### config.mk
export PLATFORM = sky130hd
export DESIGN_NAME = prco_fetch
export DESIGN_NICKNAME = d
export VERILOG_FILES = /design/src/rtl/prco_fetch.sv
export SDC_FILE = /design/constraint.sdc
export NUM_CORES = 1
export LEC_CHECK = 0
export CAP_MARGIN = 5
export CORE_ASPECT_RATIO = 0.75
export CORE_MARGIN = 2
export CORE_UTILIZATION = 35
export CTS_CLUSTER_DIAMETER = 50
export DETAILED_ROUTE_END_ITERATION = 10
export PLACE_DENSITY_LB_ADDON = 0.05
export SYNTH_ARGS = -nofsm -noshare
export SYNTH_HDL_FRONTEND = slang
export SYNTH_SLANG_ARGS = --single-unit
### constraint.sdc
create_clock -name i_clk -period 4.45 [get_ports i_clk]
set_input_delay 0.445 -clock i_clk [delete_from_list [all_inputs] [get_ports i_clk]]
set_output_delay 0.445 -clock i_clk [all_outputs]
set_load 0.02 [all_outputs]
### src/rtl/prco_fetch.sv
// prco instruction fetch stage: owns the PC, reads local memory combinationally and
// registers {instr, pc} for decode. Optional HALT-opcode stop under `PRCO_FETCH_HALT_EN.
module prco_fetch #(
  parameter logic [15:0] P_RESET_VECTOR = 16'h0000,
  parameter logic [15:0] P_PC_LIMIT     = 16'd255
) (
  input  logic        i_clk,
  input  logic        i_reset,
  input  logic        i_en,
  input  logic        i_p_cp,
  input  logic [15:0] i_jmp_addr,
  input  logic        i_p_stalled,
  output logic        q_p_stalled,
  output logic        q_p_valid,
  output logic        q_p_ce,
  output logic [15:0] q_mem_addr,
  input  logic [15:0] i_mem_douta,
  output logic [15:0] q_pc,
  output logic [15:0] q_instr,
  output logic [15:0] q_instr_pc
);

`ifdef PRCO_FETCH_HALT_EN
  typedef enum logic {S_RUN, S_HALT} state_t;
`else
  typedef enum logic {S_RUN} state_t;
`endif

  state_t state;

  always_comb begin
    q_p_stalled = q_p_valid && i_p_stalled;
    q_p_ce      = i_en && (state == S_RUN) && !q_p_stalled && !i_p_cp;
    q_mem_addr  = q_pc;
  end

  always_ff @(posedge i_clk) begin
    if (i_reset) begin
      state      <= S_RUN;
      q_pc       <= P_RESET_VECTOR;
      q_p_valid  <= 1'b0;
      q_instr    <= '0;
      q_instr_pc <= '0;
    end else if (i_p_cp) begin
      state     <= S_RUN;
      q_pc      <= i_jmp_addr;
      q_p_valid <= 1'b0;
    end else if (q_p_ce) begin
      q_instr    <= i_mem_douta;
      q_instr_pc <= q_pc;
      q_p_valid  <= 1'b1;
`ifdef PRCO_FETCH_HALT_EN
      // HALT word is still delivered, but the PC parks on it
      if (i_mem_douta[15:11] == 5'b11111)
        state <= S_HALT;
      else
        q_pc <= (q_pc == P_PC_LIMIT) ? '0 : q_pc + 16'd1;
`else
      q_pc <= (q_pc == P_PC_LIMIT) ? '0 : q_pc + 16'd1;
`endif
    end else if (!q_p_stalled) begin
      q_p_valid <= 1'b0;
    end
  end

endmodule

Yosys cells after proc, flatten, opt, wreduce, memory -nomap -nowiden
Cells that the tools add are included.
{"block": "word_totals", "ff_bits": 49, "wordCells": 21}
{"block": "classes", "add_sub_neg": 1, "n_eq_ne": 2, "mux": 5, "bitwise": 1, "reduce_logical": 8}
{"operator": "16-bit two-way mux", "count": 3}
{"operator": "16-bit by 1-bit adder with 16-bit output, second input constant", "count": 1}
{"operator": "16-bit by 8-bit equality test with 1-bit output, second input constant", "count": 1}
{"operator": "1-bit logical AND", "count": 3}
{"operator": "1-bit logical NOT", "count": 2}
{"operator": "1-bit two-way mux", "count": 2}
{"operator": "2-bit by 1-bit inequality test with 1-bit output, second input constant", "count": 1}
{"operator": "2-bit AND reduction", "count": 1}
{"operator": "2-bit nonzero test", "count": 1}
{"operator": "2-bit OR reduction", "count": 1}
{"operator": "1-bit NOT", "count": 1}

Depth between registers and ports, before layout
Gate-level depths: netlist (run 1).
{"block": "logic_depth", "ltp_word": 6, "depth_mapped": 7, "depth_no_buf": 6}

Worst setup path after synthesis (run 1)
OpenSTA, ideal clock, no wires.
{"block": "synth_path", "kind": "input to output", "start": "in i_en", "end": "out q_p_ce", "t_arrival_ns": 1.346, "required_time_ns": 4.005, "path_slack_ns": 2.659, "path_stages": 5, "cell_sequence": "a21boi_0 > nand2b_1 > buf_2 > clkinv_1 > clkbuf_1"}
{"block": "synth_via", "elab_chain_len": 2}
{"element": "from (decl)", "line": "9", "source": "input logic i_en,"}
{"element": "1-bit logical AND (2 in a row)", "line": "33", "source": "q_p_ce = i_en && (state == S_RUN) && !q_p_stalled && !i_p_cp;"}
{"element": "to (decl)", "line": "15", "source": "output logic q_p_ce,"}
No other way between the ends.

Final worst setup path (run 1)
Same ends and word-level chain as after synthesis.

==> results of run 1 <==
## cell families after synthesis
group                      after synthesis  share of synthesized area, %
DFF                                     49                         45.55
and+or+nand+nor                        105                         21.03
AOI/OAI and AO/OA                       64                         18.48
xor gates and xnor gates                13                         5.288
adders and majority gates                1                        0.5810
buffers and inverters                   35                         9.064
## state kept, by name, summed over array words and instances, names as in the netlist
signal      cells
q_p_valid       1
q_instr        16
q_instr_pc     16
q_mem_addr     16
## worst min-delay path: cells and delay by family, from the launching register on
kind               cells  cell delay, ps
AOI/OAI and AO/OA      1              50
DFF                    1             320
and+or+nand+nor        1              50
## layout by cell type, fill, tap and decap left out, drive strengths merged, types with 2 or more instances in the layout
master and instances:
clkdlybuf4s50 102, nand2 66, dfxtp 49, a21oi 33, nor2 18, a22oi 13, xnor2 10, clkbuf 6
o22ai 5, buf 5, and3 4, o2111ai 4, nand3 3, xor2 3, nor3 3, o21ai 3
and2 2, or4 2, and4 2, nand4 2, o211ai 2
## final timing paths
kind	slack, ps	cells after the start	end	start
worst max-delay path	1910	6	q_p_ce	i_en
worst min-delay path	460	2	q_instr[5]	q_instr[5]
worst max register to register	2540	5	q_mem_addr[1]	q_mem_addr[8]
worst min register to register	460	2	q_instr[5]	q_instr[5]
## synthesized netlist by cell type, types with 2 or more instances
cell type / n / area share (%)
and3_1: 4 / 1.2
o21ai_0: 3 / 0.70
o22ai_1: 5 / 1.5
and2_1: 2 / 0.58
nor2_1: 18 / 3.1
nand2_1: 66 / 12
clkbuf_1: 14 / 2.4
xnor2_1: 10 / 4.1
and4_1: 2 / 0.81
xor2_1: 3 / 1.2
o211ai_1: 2 / 0.70
buf_4: 16 / 5.6
nand3_1: 3 / 0.70
or4_1: 2 / 0.70
nor3_1: 3 / 0.70
dfxtp_1: 49 / 46
a21oi_1: 32 / 7.4
nand4_1: 2 / 0.58
o2111ai_1: 4 / 1.6
buf_2: 3 / 0.70
a22oi_1: 13 / 4.5
## per-layer routing
layer  up-vias  track usage (%)  share of wire (%)
met4         0            4.831               0.69
met1       961            23.24                 47
li1       1062                -                  -
met5         -                0                  0
met2        63            25.87                 45
met3         5            4.984                6.9
## power by group
part / switching [uW] / internal [uW] / leakage (uW)
clock network: 150 / 183 / 0.0000574
logic: 91.9 / 98.0 / 0.000660
registers: 22.3 / 458 / 0.000401
total: 264 / 738 / 0.00112
## cell type report
type / instances / share of cell area, %
sequential: 49 / 30.28
multi-input combinational: 183 / 30.17
clock buffer: 6 / 2.549
inverter: 2 / 0.2317
timing repair buffer: 107 / 32.60
tap: 78 / 3.013
clock inverter: 2 / 1.159
## metrics by stage
step | hold slack, ps | total power, uW | util (%)
4_1_cts | 458.8 | 1018 | 55.04
3_5_place_dp | 445.9 | 681.5 | 53.00
2_1_floorplan | 533.1 | 588.3 | -
6_report | 457.1 | 1003 | 55.04
5_1_grt | 470.3 | 1046 | 55.04
3_3_place_gp | 441.1 | 680.6 | 53.00
==> flow_summary.toml, run 1 <==
[die]
die_y_um = 71.93
io_pins = 104
core.rowCount = 24
die_x_um = 94.57
core_mm2 = 0.005886
start_util_pct = 36.59
die-area_mm2 = 0.006802

[drt]
drc = 0
wl_um = 5763
vias_per_cell = 4.897
ant_nets = 0
routedWlPerCell_um = 13.50
dr.pass1.iters = 4
drtIter0Drc = 54
via_count = 2091

[clock_tree]
post-cts-setup-buffer-count = 0
root_buffer = "clkbuf_8"
clock_latency_ps = 300
path_clk_slew_ps = 90
numCtsBuffers = 5
post_cts_resized = 0
tritoncts_num_sinks = 49
clock_path_buffers = 2
cts_tree = "yes"
h-tree-depth = 2
cts_hold_buf = 0

[power_and_ir_drop]
power_leakage_uw = 0.001118
powerDensity_mw_per_mm2 = 309.6
vdd_drop_max_mv = 0.1766

[sta]
slew_headroom_pct = 39.61
finalMaxSlewViolations = 0
worst_slack_ps = 1909
post-route-period-util_pct = 57.10
finalClockSkew_ps = 6.732
finalSetupViolCount = 0
final.setup.tns_ps = 0
rsz0062_at_grt = "no"
min_period_ps = 2541
fmax_ghz = 0.3936
hold_viol = 0
tightest_slew_ps = 905.8

[yosys]
syn_area_per_cell_um2 = 8.065
synthCells = 267
ys_ff_latch = 49
synth_edf_count = 0
synth_cell_types = 32
synthArstFlopShare_pct = 0
ys.flop_type = "dfxtp_1"
syn_area_mm2 = 0.002153
synthesis.yosys.warnings = 0
synth_nets = 305
yosysSeqAreaShare_pct = 45.55

[worst_setup_path]
cpPeakStageDelay_ps = 640
start_kind = "input pin"
worstSetupPathType = "in -> out"
cp_data_required_time_ps = 4010
cpLargestDelayFamily = "buffers and inverters"
path_buf_inv = 4
cp-end-kind = "output port"
critPathMostFrequentCell = "clkdlybuf4s50_1"
slowest_stage = "clkdlybuf4s50_1"
crit_arrival_ps = 2100
path_cells = "clkdlybuf4s50_1 > a21boi_0 > buf_4 > nand2b_1 > clkinv_1 > clkdlybuf4s50_1"
cp_max_fo = 11

[layout]
n_antenna_cell = 0
nNetsFinal = 386
design_area_mm2 = 0.003239
final_layout_size_suffix_gt1_share_pct = 4.011
nFillCells = 593
fin_cells = 427
syn_to_final_growth_pct = 50.44
multi_input_area_um2 = 977.2
final-seq-area_um2 = 980.9

[outcome]
status = "finished, final reports clean"

[place]
dpl_cell_area_mm2 = 0.003119
dp_hpwl_um = 3898
dp_cells = 419
portBuffers = 103
gp_congestion = 0.8097
dp_slack_ps = 1918

[grt]
grt_max_degree = 51
grt_pass1_vias = 1885
grt_use_total_pct = 16.84
grt_pass1_wl_um = 9087
grt_antenna_before_repair = 0
gr-total-overflow = 0

[run]
maxCapViolCount = 0

[hold_path]
hold_class = "reg -> reg"
No activity file was read; power rests on OpenSTA's default activity.
==> run 2: changes to the inputs <==
clock period = 2.5 ns   (was 4.45 ns; I/O delays follow)
==> run 2 against run 1 <==
Routed wire length is 3.0% higher. Combinational power is 82% higher. Final cell count increased by 0.70%. Worst hold slack worse by 93 ps. Largest power group unchanged. Highest routed layer unchanged.
==> flow_summary.toml, run 2 (synthesized netlist as in run 1, its figures left out) <==
[outcome]
status = "finished, final reports clean"

[worst_setup_path]
crit_arrival_ps = 1920
cp-end-kind = "output port"
slowest_stage = "clkdlybuf4s50_1"
critPathMostFrequentCell = "clkdlybuf4s50_1"
cpPeakStageDelay_ps = 630
cp_data_required_time_ps = 2250
cp_max_fo = 3
path_cells = "clkdlybuf4s50_1 > a21boi_0 > nand2b_1 > clkinv_1 > clkdlybuf4s50_1"
start_kind = "input pin"
worstSetupPathType = "in -> out"

[power_and_ir_drop]
pwr-share-comb_pct = 19.4
power_leakage_uw = 0.001134
p_clk_share_pct = 32.8
swShare_pct = 25.98
share_seq_of_total_power_pct = 47.9
vdd_drop_max_mv = 0.3058
power_uw = 1782
p_switching_uw = 462.8
power.internal_uw = 1319
powerDensity_mw_per_mm2 = 546.8

[clock_tree]
post-cts-setup-buffer-count = 0
root_buffer = "clkbuf_8"
tritoncts_num_sinks = 49
numCtsBuffers = 5
cts_hold_buf = 0
cts_tree = "yes"
path_clk_slew_ps = 80
clock_path_buffers = 2
clock_latency_ps = 300
h-tree-depth = 2
post_cts_resized = 0

[drt]
ant_nets = 0
routedWlPerCell_um = 13.80
via_count = 2081
dr.pass1.iters = 4
vias_per_cell = 4.840
drtIter0Drc = 80
drc = 0
wl_um = 5935

[die]
core.rowCount = 24
die_x_um = 94.57
die-area_mm2 = 0.006802
start_util_pct = 36.59
die_y_um = 71.93
core_mm2 = 0.005886
io_pins = 104

[sta]
finalMaxSlewViolations = 0
tightest_slew_ps = 527.6
finalClockSkew_ps = 2.947
slew_headroom_pct = 64.69
post-route-period-util_pct = 86.60
finalSetupViolCount = 0
rsz0062_at_grt = "no"
final.setup.tns_ps = 0
min_period_ps = 2165
hold_viol = 0
fmax_ghz = 0.4619

[layout]
n_antenna_cell = 0
nNetsFinal = 389
final_layout_size_suffix_gt1_share_pct = 4.545
mostFrequentLayoutCell = "clkdlybuf4s50_1"
design_area_mm2 = 0.003258
most-common-layout-cells = "clkdlybuf4s50_1 (102), nand2_1 (66), dfxtp_1 (49)"
fin_cells = 430
syn_to_final_growth_pct = 51.31

[grt]
use_met3_pct = 5.607
grt_antenna_before_repair = 0
grt_max_degree = 34
grt_busiest_layer = "met2"
gr-total-overflow = 0
grt_use_total_pct = 17.43
grt_pass1_wl_um = 9342
gr-usage-met1_pct = 24.33
grt_pass1_vias = 1883
use_met2_pct = 26.19

[hold_path]
hold_class = "in -> reg"

[place]
dp_hpwl_um = 4130
portBuffers = 103
dpl_cell_area_mm2 = 0.003142
dp_cells = 422
gp_congestion = 0.7971

[run]
maxCapViolCount = 0
-- run 2: worst max-delay path, delay by kind of cell --
family	cells	cell delay, ps
buffers and inverters	3	1200
and+or+nand+nor	1	170
AOI/OAI and AO/OA	1	300
-- run 2: area by class of cell --
type,instances,area [um2]
Clock inverter,1,30.03
Fill cell,563,2628
Inverter,2,7.507
Clock buffer,7,86.33
Tap cell,78,97.59
Timing Repair Buffer,110,1079
Multi-Input combinational cell,183,977.2
Sequential cell,49,980.9
-- run 2: worst paths after layout --
check                                    start            end  slack [ps]  depth (start not counted)
worst max-delay path                      i_en         q_p_ce         330                          5
worst min-delay path                   i_reset  q_mem_addr[5]         360                          2
worst max register to register  q_mem_addr[15]  q_mem_addr[1]         640                          5
worst min register to register     q_instr[10]    q_instr[10]         460                          2
-- run 2: through the flow --
step,utilization (%),setup WS (ps),hold WS [ps]
floorplan,-,729.7,339.8
global placement,53.38,324.2,440.4
detailed placement,53.38,323.1,447.6
CTS,55.36,313.0,356.5
global route,55.36,211.6,368.7
finish,55.36,334.9,364.1
-- run 2: metal layers --
metal / routed length (um) / part of all wire [%]
met5: 0 / 0
met4: 55 / 0.93
met3: 466 / 7.9
met2: 2633 / 44
met1: 2781 / 47
-- run 2: power by group through the flow --
stage	Sequential, uW	Combinational, uW	Clock (uW)
detailed placement	872	346	0
global placement	870	346	0
CTS	854	348	604
floorplan	906	141	0
global route	860	369	635
finish	853	345	584
==> run 3: changes to the inputs <==
CORE_UTILIZATION = 40   (was 35)
==> run 3 against run 2 <==
Worst hold slack improved by 51 ps. Register-to-register slack barely moved. Critical path depth is the same.
==> flow_summary.toml, run 3 (synthesized netlist as in run 1, its figures left out) <==
[die]
io_pins = 104
start_util_pct = 40.89
core.rowCount = 23
die_y_um = 67.54
die-area_mm2 = 0.005992
die_x_um = 88.72
core_mm2 = 0.005266

[drt]
drtIter0Drc = 150
wl_um = 5536
vias_per_cell = 4.856
routedWlPerCell_um = 13.03
via_count = 2064
dr.pass1.iters = 5
drc = 0
ant_nets = 0

[sta]
post-route-period-util_pct = 86.92
finalMaxSlewViolations = 0
fmax_ghz = 0.4602
final.setup.tns_ps = 0
hold_viol = 0
finalSetupViolCount = 0
rsz0062_at_grt = "no"
min_period_ps = 2173
tightest_slew_ps = 550.2
slew_headroom_pct = 63.32
finalClockSkew_ps = 11.28

[clock_tree]
h-tree-depth = 2
clock_latency_ps = 300
path_clk_slew_ps = 90
post-cts-setup-buffer-count = 0
cts_hold_buf = 0
post_cts_resized = 0
numCtsBuffers = 5
root_buffer = "clkbuf_8"
clock_path_buffers = 2
tritoncts_num_sinks = 49
cts_tree = "yes"

[power_and_ir_drop]
power_leakage_uw = 0.001110
powerDensity_mw_per_mm2 = 515.1
vdd_drop_max_mv = 0.2809

[worst_setup_path]
r2r_end = "q_mem_addr[3]"
cpLargestDelayFamily = "buffers and inverters"
cp_max_fo = 2
worstSetupPathType = "in -> out"
critPathMostFrequentCell = "clkdlybuf4s50_1"
path_cells = "clkdlybuf4s50_1 > a21boi_0 > nand2b_1 > clkinv_1 > clkdlybuf4s50_1"
r2r_slack_ps = 630
cpPeakStageDelay_ps = 640
start_kind = "input pin"
cp-end-kind = "output port"
r2r_start = "q_mem_addr[11]"
path_buf_inv = 3
r2r.worst_path.cells = 5
slowest_stage = "clkdlybuf4s50_1"
crit_arrival_ps = 1920
cp_data_required_time_ps = 2250

[hold_path]
hp-start = "i_reset"
hold_class = "in -> reg"
hold_depth = 2
hold_end = "q_mem_addr[0]"

[grt]
grt_pass1_wl_um = 8521
grt_antenna_before_repair = 0
grt_use_total_pct = 18.44
gr-total-overflow = 0
grt_max_degree = 36
grt_pass1_vias = 1739

[place]
portBuffers = 103
dp_cells = 417
gp_congestion = 0.7470
dp_hpwl_um = 3772

[layout]
fin_cells = 425
syn_to_final_growth_pct = 49.04
n_antenna_cell = 0
nNetsFinal = 387
mostFrequentLayoutCell = "clkdlybuf4s50_1"
final_layout_size_suffix_gt1_share_pct = 4.286
most-common-layout-cells = "clkdlybuf4s50_1 (102), nand2_1 (66), dfxtp_1 (49)"
nFillCells = 484

[outcome]
status = "finished, final reports clean"

[run]
maxCapViolCount = 0
-- run 3: changes by cell type in the layout (fill, tap and decap cells not counted) --
cell / change
bufinv_16: -1
clkbuf_8: -1
buf_4: -2
clkinv_2: +2
clkinvlp_4: +1
clkbuf_1: -1
-- run 3: final cells by class --
type	instances	area, um2	share of cell area [%]
Clock inverter	3	17.52	0.5458
Timing Repair Buffer	108	1064	33.14
Multi-Input combinational cell	183	977.2	30.45
Sequential cell	49	980.9	30.57
Tap cell	75	93.84	2.924
Inverter	2	7.507	0.2339
Clock buffer	5	68.82	2.144
-- run 3: worst register-to-register path, stage by stage (launching register included) --
cell and delay (ps):
dfxtp_1 400, or4_1 570, and4bb_1 380, a21oi_2 160
a22oi_1 180, nor2_1 60
-- run 3: worst max-delay path by stage --
stage	startpoint	to	slack (ps)	cells after the start
3_3_place_gp	i_en	q_mem_addr[15]	300	6
3_5_place_dp	i_en	q_mem_addr[15]	280	6
2_1_floorplan	q_mem_addr[8]	q_mem_addr[1]	730	5
6_report	i_en	q_p_ce	330	5
5_1_grt	i_en	q_p_ce	260	5
4_1_cts	i_en	q_p_ce	320	5
-- run 3: report_power, final --
part,internal [uW],switching [uW],total [uW],leakage (uW)
combinational,175,163,338,0.000665
sequential,815,39.2,854,0.000401
clock,194,268,461,0.0000439
-- run 3: stage by stage --
stage	power [uW]	setup slack (ps)	util (%)	hold WS (ps)	cell area (um2)
6_report	1653	327.0	60.94	415.1	3209
5_1_grt	1733	255.9	60.94	427.3	3209
4_1_cts	1674	316.0	60.94	414.8	3209
3_5_place_dp	1212	279.2	59.30	445.3	3123
3_3_place_gp	1211	304.6	59.30	441.0	3123
2_1_floorplan	1047	729.7	-	339.8	2153
-- run 3: per-layer routing --
layer | GRT usage [%] | routed length, um
met1 | 25.26 | 2575
met2 | 27.52 | 2459
met3 | 6.112 | 446
met4 | 5.682 | 55
met5 | 0 | 0
